### src/rtl/pipe_pkg.sv
// Shared types and defaults for the ready/valid pipeline stage register.
package pipe_pkg;

  typedef enum logic [1:0] {
    EMPTY = 2'd0,
    BUSY  = 2'd1,
    FULL  = 2'd2
  } pipe_state_e;

  localparam int CTRL_W_DEF = 12;
  localparam int DATA_W_DEF = 192;

endpackage

### src/rtl/pipe_entry_reg.sv
// One valid+ctrl+data holding register.
// Clear drops the entry and zeroes ctrl; data is left alone.
module pipe_entry_reg
  import pipe_pkg::*;
#(
  parameter int CTRL_W = CTRL_W_DEF,
  parameter int DATA_W = DATA_W_DEF
) (
  input  logic              clock,
  input  logic              reset,
  input  logic              clear,
  input  logic              load,
  input  logic              ld_valid,
  input  logic [CTRL_W-1:0] ld_ctrl,
  input  logic [DATA_W-1:0] ld_data,
  output logic              valid,
  output logic [CTRL_W-1:0] ctrl,
  output logic [DATA_W-1:0] data
);

  logic              valid_q, valid_d;
  logic [CTRL_W-1:0] ctrl_q, ctrl_d;
  logic [DATA_W-1:0] data_q, data_d;

  always_comb begin
    valid_d = valid_q;
    ctrl_d  = ctrl_q;
    data_d  = data_q;
    if (clear) begin
      valid_d = 1'b0;
      ctrl_d  = '0;
    end else if (load) begin
      valid_d = ld_valid;
      ctrl_d  = ld_ctrl;
      data_d  = ld_data;
    end
  end

  always_ff @(posedge clock) begin
    if (reset) begin
      valid_q <= 1'b0;
      ctrl_q  <= '0;
      data_q  <= '0;
    end else begin
      valid_q <= valid_d;
      ctrl_q  <= ctrl_d;
      data_q  <= data_d;
    end
  end

  assign valid = valid_q;
  assign ctrl  = ctrl_q;
  assign data  = data_q;

endmodule

### src/rtl/pipe_stage_reg.sv
// Ready/valid pipeline stage register with optional skid entry.
// Outputs come only from the main entry; skid refills it.
module pipe_stage_reg
  import pipe_pkg::*;
#(
  parameter int CTRL_W = CTRL_W_DEF,
  parameter int DATA_W = DATA_W_DEF,
  parameter int SKID   = 1
) (
  input  logic              clock,
  input  logic              reset,
  input  logic              flush,
  input  logic              in_valid,
  output logic              in_ready,
  input  logic [CTRL_W-1:0] in_ctrl,
  input  logic [DATA_W-1:0] in_data,
  output logic              out_valid,
  input  logic              out_ready,
  output logic [CTRL_W-1:0] out_ctrl,
  output logic [DATA_W-1:0] out_data
);

  localparam bit HAS_SKID = (SKID != 0);

  pipe_state_e state_q, state_d;
  logic        in_ready_q, in_ready_d;

  logic              main_valid, skid_valid;
  logic [CTRL_W-1:0] main_ctrl, skid_ctrl;
  logic [DATA_W-1:0] main_data, skid_data;

  logic main_load, main_clr, main_from_skid;
  logic skid_load, skid_clr;
  logic xfer_in, xfer_out;

  logic              mld_valid;
  logic [CTRL_W-1:0] mld_ctrl;
  logic [DATA_W-1:0] mld_data;

  assign in_ready = HAS_SKID ? in_ready_q
                             : (out_ready | ~main_valid);
  assign xfer_in  = in_valid & in_ready;
  assign xfer_out = main_valid & out_ready;

  always_comb begin
    state_d        = state_q;
    main_load      = 1'b0;
    main_clr       = 1'b0;
    main_from_skid = 1'b0;
    skid_load      = 1'b0;
    skid_clr       = 1'b0;
    if (flush) begin
      state_d  = EMPTY;
      main_clr = 1'b1;
      skid_clr = 1'b1;
    end else begin
      unique case (state_q)
        EMPTY: begin
          if (xfer_in) begin
            state_d   = BUSY;
            main_load = 1'b1;
          end
        end
        BUSY: begin
          unique case (1'b1)
            xfer_in && xfer_out: begin
              main_load = 1'b1;
            end
            xfer_out && !xfer_in: begin
              state_d  = EMPTY;
              main_clr = 1'b1;
            end
            xfer_in && !xfer_out: begin
              if (HAS_SKID) begin
                state_d   = FULL;
                skid_load = 1'b1;
              end
            end
            default: ;
          endcase
        end
        FULL: begin
          if (xfer_out) begin
            state_d        = BUSY;
            main_load      = 1'b1;
            main_from_skid = 1'b1;
            skid_clr       = 1'b1;
          end
        end
        default: state_d = EMPTY;
      endcase
    end
    in_ready_d = (state_d != FULL);
  end

  always_comb begin
    mld_valid = 1'b1;
    mld_ctrl  = in_ctrl;
    mld_data  = in_data;
    if (main_from_skid) begin
      mld_valid = skid_valid;
      mld_ctrl  = skid_ctrl;
      mld_data  = skid_data;
    end
  end

  always_ff @(posedge clock) begin
    if (reset) begin
      state_q    <= EMPTY;
      in_ready_q <= 1'b1;
    end else begin
      state_q    <= state_d;
      in_ready_q <= in_ready_d;
    end
  end

  pipe_entry_reg #(
    .CTRL_W(CTRL_W),
    .DATA_W(DATA_W)
  ) u_main (
    .clock   (clock),
    .reset   (reset),
    .clear   (main_clr),
    .load    (main_load),
    .ld_valid(mld_valid),
    .ld_ctrl (mld_ctrl),
    .ld_data (mld_data),
    .valid   (main_valid),
    .ctrl    (main_ctrl),
    .data    (main_data)
  );

  pipe_entry_reg #(
    .CTRL_W(CTRL_W),
    .DATA_W(DATA_W)
  ) u_skid (
    .clock   (clock),
    .reset   (reset),
    .clear   (skid_clr),
    .load    (skid_load),
    .ld_valid(1'b1),
    .ld_ctrl (in_ctrl),
    .ld_data (in_data),
    .valid   (skid_valid),
    .ctrl    (skid_ctrl),
    .data    (skid_data)
  );

  assign out_valid = main_valid;
  assign out_ctrl  = main_ctrl;
  assign out_data  = main_data;

endmodule

### config.mk
export PLATFORM = sky130hd
export DESIGN_NAME = pipe_stage_reg
export DESIGN_NICKNAME = d
export VERILOG_FILES = /design/src/rtl/pipe_pkg.sv /design/src/rtl/pipe_entry_reg.sv /design/src/rtl/pipe_stage_reg.sv
export SDC_FILE = /design/constraint.sdc
export NUM_CORES = 1
export LEC_CHECK = 0
export CORE_UTILIZATION = 52
export DETAILED_ROUTE_END_ITERATION = 12
export GPL_ROUTABILITY_DRIVEN = 0
export GPL_TIMING_DRIVEN = 1
export PLACE_DENSITY = 0.84
export SYNTH_ARGS = -nofsm -noshare
export SYNTH_HDL_FRONTEND = slang
export SYNTH_SLANG_ARGS = --single-unit
### constraint.sdc
create_clock -name clock -period 3.1 [get_ports clock]
set_input_delay 0.775 -clock clock [delete_from_list [all_inputs] [get_ports clock]]
set_output_delay 0.775 -clock clock [all_outputs]
set_load 0.1 [all_outputs]
## Yosys cells after proc, flatten, opt, wreduce, memory -nomap -nowiden

Cells that the tools add are included.

- Equal/unequal tests: 3
- Multiplexer cells: 22
- Bitwise operators: 4
- Reductions and logical operators: 10

Operator list:

| kind | count |
|---|---|
| 192-bit two-way mux | 1 |
| 1-bit two-way mux | 14 |
| 12-bit two-way mux | 1 |
| 2-bit two-way mux | 3 |
| 2-bit one-hot mux with 3 select lines | 1 |
| 2-bit one-hot mux with 2 select lines | 1 |
| 2-bit AND reduction | 2 |
| 2-bit OR reduction | 2 |
| 1-bit logical AND | 3 |
| 1-bit one-hot mux with 3 select lines | 1 |
| 1-bit AND | 2 |
| 2-bit by 1-bit == test with 1-bit output (second input constant) | 1 |
| 2-bit == test (second input constant) | 1 |
| 1-bit zero test | 2 |
| 2-bit zero test | 1 |
| 2-bit inequality test (second input constant) | 1 |
| 1-bit NOT | 2 |

- Output and inout port bits: 206
- Word-level logic and storage cells: 47
- Input port bits: 209
- Register bits after elaboration: 413

## Logic depth before layout (Yosys ltp)

Gate-level depths: netlist of run 1.

- Word-level depth: 8
- Gate-level depth with buffers: 8
- Depth with buffers taken out: 4

## Cells and area by module

Synthesis of run 1 repeated with hierarchy kept, for this count alone.

- Cell total of the unflattened synthesis: 2,085
- Area, all modules: 21,135.3 um2

Modules (own cells, without submodules):

| module | times used | area each (um2) | sequential area each (um2) | cells each |
|---|---|---|---|---|
| pipe_entry_reg | 2 | 9,175.0 | 4,103.9 | 918 |
| pipe_stage_reg | 1 | 2,785.2 | 60.1 | 249 |

## Worst setup path after synthesis of run 1

OpenSTA, ideal clock, no wires.

- Path kind: register to register
- Start point: register u_main.valid_q, in the netlist u_main.valid
- End point: register u_main.data_q[89], in the netlist u_main.data[89]
- Clock period less this slack: 2.400 ns
- Setup slack: 0.700 ns
- Data required time: 3.004 ns
- Cell stages (with the launch flop): 8
- Path buffers: 3
- Library setup time: 0.096 ns
- Arrival time: 2.304 ns
- Path through: dfxtp_1 -> and2_1 -> buf_4 -> nor3b_4 -> buf_6 -> clkbuf_1 -> nor2_1 -> a221oi_1

- Cells in the longest elaborated chain, start to end: 7
- Elaborated cells on any way between the ends: 15
- Classes of those cells: mux: 10; bitwise: 2; reduce/logical: 3

Ends and longest elaborated chain:

| element | line | source |
|---|---|---|
| start: declaration | pipe_entry_reg.sv:21 | `logic valid_q, valid_d;` |
| start signal: assignment | pipe_entry_reg.sv:45 | `valid_q <= valid_d;` |
| 1-bit AND (*) | pipe_stage_reg.sv:43 | `assign xfer_out = main_valid & out_ready;` |
| branches (longest 6 deep; another with 1-bit one-hot mux with 3 select lines) | -- |  |
| end signal: assignment | pipe_entry_reg.sv:47 | `data_q <= data_d;` |
| end: declaration | pipe_entry_reg.sv:23 | `logic [DATA_W-1:0] data_q, data_d;` |

Every way passes the cells marked *.
A chain may end at the register's enable or synchronous reset.

## Final worst setup path of run 1

- Start point: input out_ready
- End point: register u_main.data_q[124], in the netlist u_main.data[124]

- Cells in the longest elaborated chain, start to end: 7
- Elaborated cells on any way between the ends: 15
- Classes of those cells: mux: 10; bitwise: 2; reduce/logical: 3

Ends and longest elaborated chain:

| element | line | source |
|---|---|---|
| start: declaration | pipe_stage_reg.sv:18 | `input logic out_ready,` |
| 1-bit AND (*) | pipe_stage_reg.sv:43 |  |
| branches (longest 6 deep; another with 1-bit one-hot mux with 3 select lines) | -- |  |

Marks and branches as above.

==> run summary, run 1 <==
outcome: finished clean
Crit Path Category: input port to register
Critical Path End Type: register
switching power: 0.00426 W
synthesis-stage register bit count: 413
first-pass GRT wire length: 77.0 mm
Slew Limit Fails: 0
Root Buffer: clkbuf_16
Worst Tran Pin Value: 0.762 ns
drt pass-1 iters: 5
vias in the first global route: 14500
Final Core Density: 69.8%
WL per Instance: 18.7 um
Sink Count: 413
largest net degree at the start of global routing: 139
Post-Synth Adder-Cell Area: 0%
Final setup violation count: 0
commonest non-fill, non-tap cell in the layout: nand2_1
Worst Skew: 0.0195 ns
Worst path top cell family by delay: buffers and inverters
Pint: 0.00943 W
max cap viols: 0
proportion of layout cells with a drive suffix above 1: 16.5%
buffers added on ports: 414
Post-Synth Simple-Gate Area: 14.8%
detailed-placement wirelength estimate: 31.5 mm
Worst Path Buf+Inv: 3
GRT Util Overall: 28.4%
Synth Area per Inst: 9.09 um2
clock tree buffer depth: 3
synthesis-to-finish area growth: 31.2%
Final ANT Viol Nets: 0
hold buffers post-CTS: 0
worst hold-check path type: register to register
Reg clk slew, reported paths: 0.05 ns
R2R Path End: u_main.data[124]
Synthesis Warnings: 0
P per Cell Area: 618 mW/mm2
Worst Path Max Fanout: 31
initial antenna violation count: 4
most frequent cells in the layout: nand2_1, dfxtp_1, buf_4
Site Rows: 65
Multi-input gate area: 0.00759 mm2
r2r setup slk: 1.02 ns
fmax: 415 MHz
DRC errors left: 0
worst hold endpoint: u_skid.data[178]
Tot Pwr: 0.0137 W
synthesized area: 0.0169 mm2
Post-layout nets: 2390
xor/xnor share of the synthesized area: 0%
post-CTS setup buffer count: 0
Gate power share: 20.7%
mux cell area share after synthesis: 11.4%
setup_tns: 0 ns
crit path cell chain: clkdlybuf4s50_1 -> and2_1 -> nor3b_4 -> buf_12 -> buf_4 -> nor2_1 -> a221oi_1
drt via density: 5.77
fin crit period: 2.41 ns
hold path cells: 2
Syn Inst Count: 1856
Startpoint Class: input port
Core Region: 0.0317 mm2
critical path depth in cells: 7
post-synthesis sequential area ratio: 49.0%
hold_sp: u_skid.data[178]
Tcrit/Tclk final: 77.7%
post-synthesis compound-gate area fraction: 18.5%
Die Height: 182 um
Hold Violations, Final: 0
Pleak: 9.47 nW
reg2reg path depth: 6
Worst EP required: 3.50 ns
largest family of logic cells by synthesized area: compound AO/OA/AOI/OAI gates
slew margin rel.: 49.2%
final WL: 48.9 mm
clock share of power: 37.8%
Worst EP arrival: 2.81 ns
finished layout cell area: 0.0221 mm2
die area: 0.0332 mm2
vias after detailed routing: 15100
fill count: 2356
Register Area: 0.00827 mm2
CTS H-tree lvls: 2
Initial Util: 53.2%
chip width: 182 um
Sw Ratio: 31.1%
CTS tree: yes
RSZ-0062 raised after global routing: false
Net Count, Synth: 2065
DRT iter0 DRCs: 1000
Inserted Clock Buffers: 44
Worst VDD drop: 0.000521 V
Synth cell types: 35
CTS-repair resized insts: 0
Crit Reg-Reg Startpoint: u_main.valid
total gr overflow: 0
Worst-Skew Late Latency: 0.52 ns
IO Pins: 415
DP Area: 0.0207 mm2
Reg power frac: 41.5%
Critical Path Max Stage Delay: 0.47 ns
Worst path slowest cell: clkdlybuf4s50_1
## cell usage after synthesis (all sizes together)
library cell / number / share of area, %
nand2: 432 / 9.6
dfxtp: 413 / 49
a21oi: 205 / 6.1
nor2: 195 / 4.4
mux2i: 193 / 11
a221oi: 192 / 11
clkbuf: 92 / 2.0
buf: 90 / 4.2
a31oi: 12 / 0.44
o31ai: 12 / 0.53
o21ba: 2 / 0.12
a211oi: 1 / 0.074
a311oi: 1 / 0.052
and2: 1 / 0.037
and3b: 1 / 0.052
and4b: 1 / 0.082
and4bb: 1 / 0.074
inv: 1 / 0.022
nand2b: 1 / 0.037
nand3b: 1 / 0.12
nor2b: 1 / 0.037
nor3b: 1 / 0.11
nor4b: 1 / 0.14
nor4bb: 1 / 0.059
o21bai: 1 / 0.044
o221a: 1 / 0.067
or3: 1 / 0.037
or4: 1 / 0.044
or4b: 1 / 0.059
## state kept, by name, indices dropped and copies added (netlist names)
register      cells
u_skid.data     192
u_main.ctrl      12
u_main.data     192
in_ready          1
u_skid.valid      1
u_skid.ctrl      12
u_main.valid      1
state_q           2
## power by group through the flow
stage	Sequential, W	Clock (W)	Combinational [W]
after floorplan	0.00720	0	0.000584
after global placement	0.00578	0	0.00280
after detailed placement	0.00579	0	0.00283
after CTS	0.00568	0.00526	0.00284
after global routing	0.00570	0.00548	0.00295
final	0.00568	0.00517	0.00284
## worst max-delay path by stage
stage                 startpoint  slack (ns)          endpoint
global placement           flush        0.29  u_skid.data[172]
CTS                    out_ready        0.70  u_main.data[124]
detailed placement     out_ready        0.16  u_main.data[124]
finish                 out_ready        0.69  u_main.data[124]
floorplan           u_main.valid        0.70   u_main.data[89]
global route           out_ready        0.58  u_main.data[120]
## worst min-delay path: stages, from the launching register on
cell and delay, ns:
dfxtp_1 0.30, nand2_1 0.05, a21oi_1 0.05
## logic make-up after synthesis
kind of cell / count (synthesis)
simple gates: 640
compound gates: 427
flops: 413
mux: 193
buf+inv: 183
## final cells by class
type                       instances  share of cell area [%]
clock inverter                     8                   0.424
sequential                       413                    37.3
multi-input combinational       1260                    34.3
timing repair buffer             461                    19.6
antenna                            4                  0.0452
inverter                           1                  0.0170
clock buffer                      66                    6.03
tap                              402                    2.27
## through the flow
step                hold WS [ns]  setup slack [ns]  std cells
CTS                        0.454             0.697       2611
finish                     0.452             0.693       2615
detailed placement         0.446             0.161       2537
floorplan                  0.436             0.700       1856
global route               0.467             0.583       2614
global placement           0.440             0.292       2537
## metal layers
metal	wire length, um	up-vias	global-route usage (%)	share of wire (%)
met5	0	-	0	0
met4	2410	0	13.6	4.9
met3	3940	129	7.46	8.0
met2	23400	534	47.2	48
met1	19200	7252	34.2	39
li1	-	7171	-	-
No activity file was read; power rests on OpenSTA's default activity.
==> inputs of run 2 (changes only) <==
Settings changed: CORE_UTILIZATION 52 to 45, PLACE_DENSITY 0.84 to 0.77.
Clock period 3.1 ns to 2 ns, I/O delays scaled along.
==> run 2 against run 1 <==
  * Power up 57%
  * Cell count up 5.1%
  * Routed wire length up 3.5%
  * Sequential cell count unchanged
  * Core utilization down 6.5 points
  * Critical endpoint is now u_main.data[66]
  * Register-to-register slack worse by 0.92 ns
==> run summary, run 2 (synthesis results as in run 1) <==
vias in the first global route: 14900
Worst Skew: 0.00677 ns
Hold Violations, Final: 0
setup_tns: 0 ns
CTS-repair resized insts: 0
Startpoint Class: input port
fill count: 2910
RSZ-0062 raised after global routing: false
GRT Util Overall: 25.2%
r2r setup slk: 0.10 ns
buffers added on ports: 414
Sw Ratio: 31.3%
slew margin rel.: 65.0%
chip width: 196 um
Final setup violation count: 0
final WL: 50.7 mm
outcome: finished clean
Slew Limit Fails: 0
first-pass GRT wire length: 78.4 mm
Worst Tran Pin Value: 0.525 ns
Worst Path Max Fanout: 90
fin crit period: 1.95 ns
WL per Instance: 18.4 um
Gate power share: 21.4%
CTS tree: yes
Pleak: 9.95 nW
CTS H-tree lvls: 2
Worst VDD drop: 0.000590 V
Critical Path End Type: register
fmax: 512 MHz
Reg power frac: 41.2%
drt via density: 5.62
proportion of layout cells with a drive suffix above 1: 18.8%
die area: 0.0383 mm2
Sink Count: 413
Post-layout nets: 2451
worst hold-check path type: input port to register
Worst-Skew Late Latency: 0.54 ns
clock share of power: 37.5%
most frequent cells in the layout: nand2_1, dfxtp_1, buf_4
IO Pins: 415
max cap viols: 0
post-CTS setup buffer count: 0
Die Height: 196 um
Worst EP arrival: 2.34 ns
Post-Layout Cell Count: 2749
Initial Util: 45.9%
DP Cell Count: 2665
initial antenna violation count: 5
Pint: 0.0148 W
Reg clk slew, reported paths: 0.06 ns
synthesis-to-finish area growth: 37.9%
Root Buffer: clkbuf_16
DRT iter0 DRCs: 960
Inserted Clock Buffers: 43
Core Region: 0.0368 mm2
Final ANT Viol Nets: 0
Tot Pwr: 0.0215 W
largest net degree at the start of global routing: 109
Worst EP required: 2.39 ns
hold buffers post-CTS: 0
Crit Path Category: input port to register
switching power: 0.00671 W
clock tree buffer depth: 3
Site Rows: 70
Final Core Density: 63.3%
worst hold slack: 0.314 ns
P per Cell Area: 923 mW/mm2
Tcrit/Tclk final: 97.7%
drt pass-1 iters: 5
total gr overflow: 0
detailed-placement wirelength estimate: 34.1 mm
DRC errors left: 0
vias after detailed routing: 15400
commonest non-fill, non-tap cell in the layout: nand2_1
-- run 2: cell types whose count changed in the layout (fill, tap and decap cells not counted), sizes merged --
cell and change:
clkbuf +7, inv -1, bufinv -1, diode +2
buf +62, clkinvlp +1, clkinv -2
-- run 2: path summary, 6_finish.rpt --
| kind | start | to | depth (start not counted) |
|---|---|---|---|
| hold reg to reg | u_skid.data[43] | u_skid.data[43] | 2 |
| setup reg to reg | state_q[0] | u_main.data[66] | 5 |
| setup / recovery | in_valid | u_main.data[66] | 6 |
| hold / removal | reset | u_skid.data[188] | 2 |
-- run 2: layout make-up --
type                            count  area [um2]  area share [%]
Antenna cell                        6        15.0          0.0645
Clock buffer                       73        1380            5.94
Clock inverter                      5        52.6           0.226
Inverter                            1        3.75          0.0161
Multi-Input combinational cell   1260        7610            32.7
Sequential cell                   413        8280            35.6
Tap cell                          468         586            2.52
Timing Repair Buffer              523        5340            23.0
-- run 2: through the flow --
stage / cell area [um2] / setup slack [ns]
finish: 23300 / 0.0452
global placement: 21800 / -0.389
detailed placement: 21800 / -0.481
floorplan: 16900 / 0.0651
CTS: 23200 / 0.0857
global route: 23300 / 0.000419
-- run 2: power by group through the flow --
stage | sequential, W | combinational (W) | clock (W)
after floorplan | 0.0112 | 0.000905 | 0
after global placement | 0.00900 | 0.00452 | 0
after detailed placement | 0.00901 | 0.00457 | 0
after CTS | 0.00884 | 0.00458 | 0.00815
after global routing | 0.00888 | 0.00475 | 0.00851
final | 0.00884 | 0.00459 | 0.00804
-- run 2: routing by layer --
layer,up-vias,track usage [%],wire length (um)
li1,7305,-,-
met1,7447,31.4,20900
met2,563,41.2,24100
met3,128,5.69,3610
met4,0,12.0,2110
met5,-,0,0
-- run 2: worst max-delay path: stages --
cell,delay [ns]
clkdlybuf4s50_1,0.56
and4bb_2,0.37
a211oi_4,0.07
nor2_4,0.16
buf_12,0.36
a221oi_1,0.19
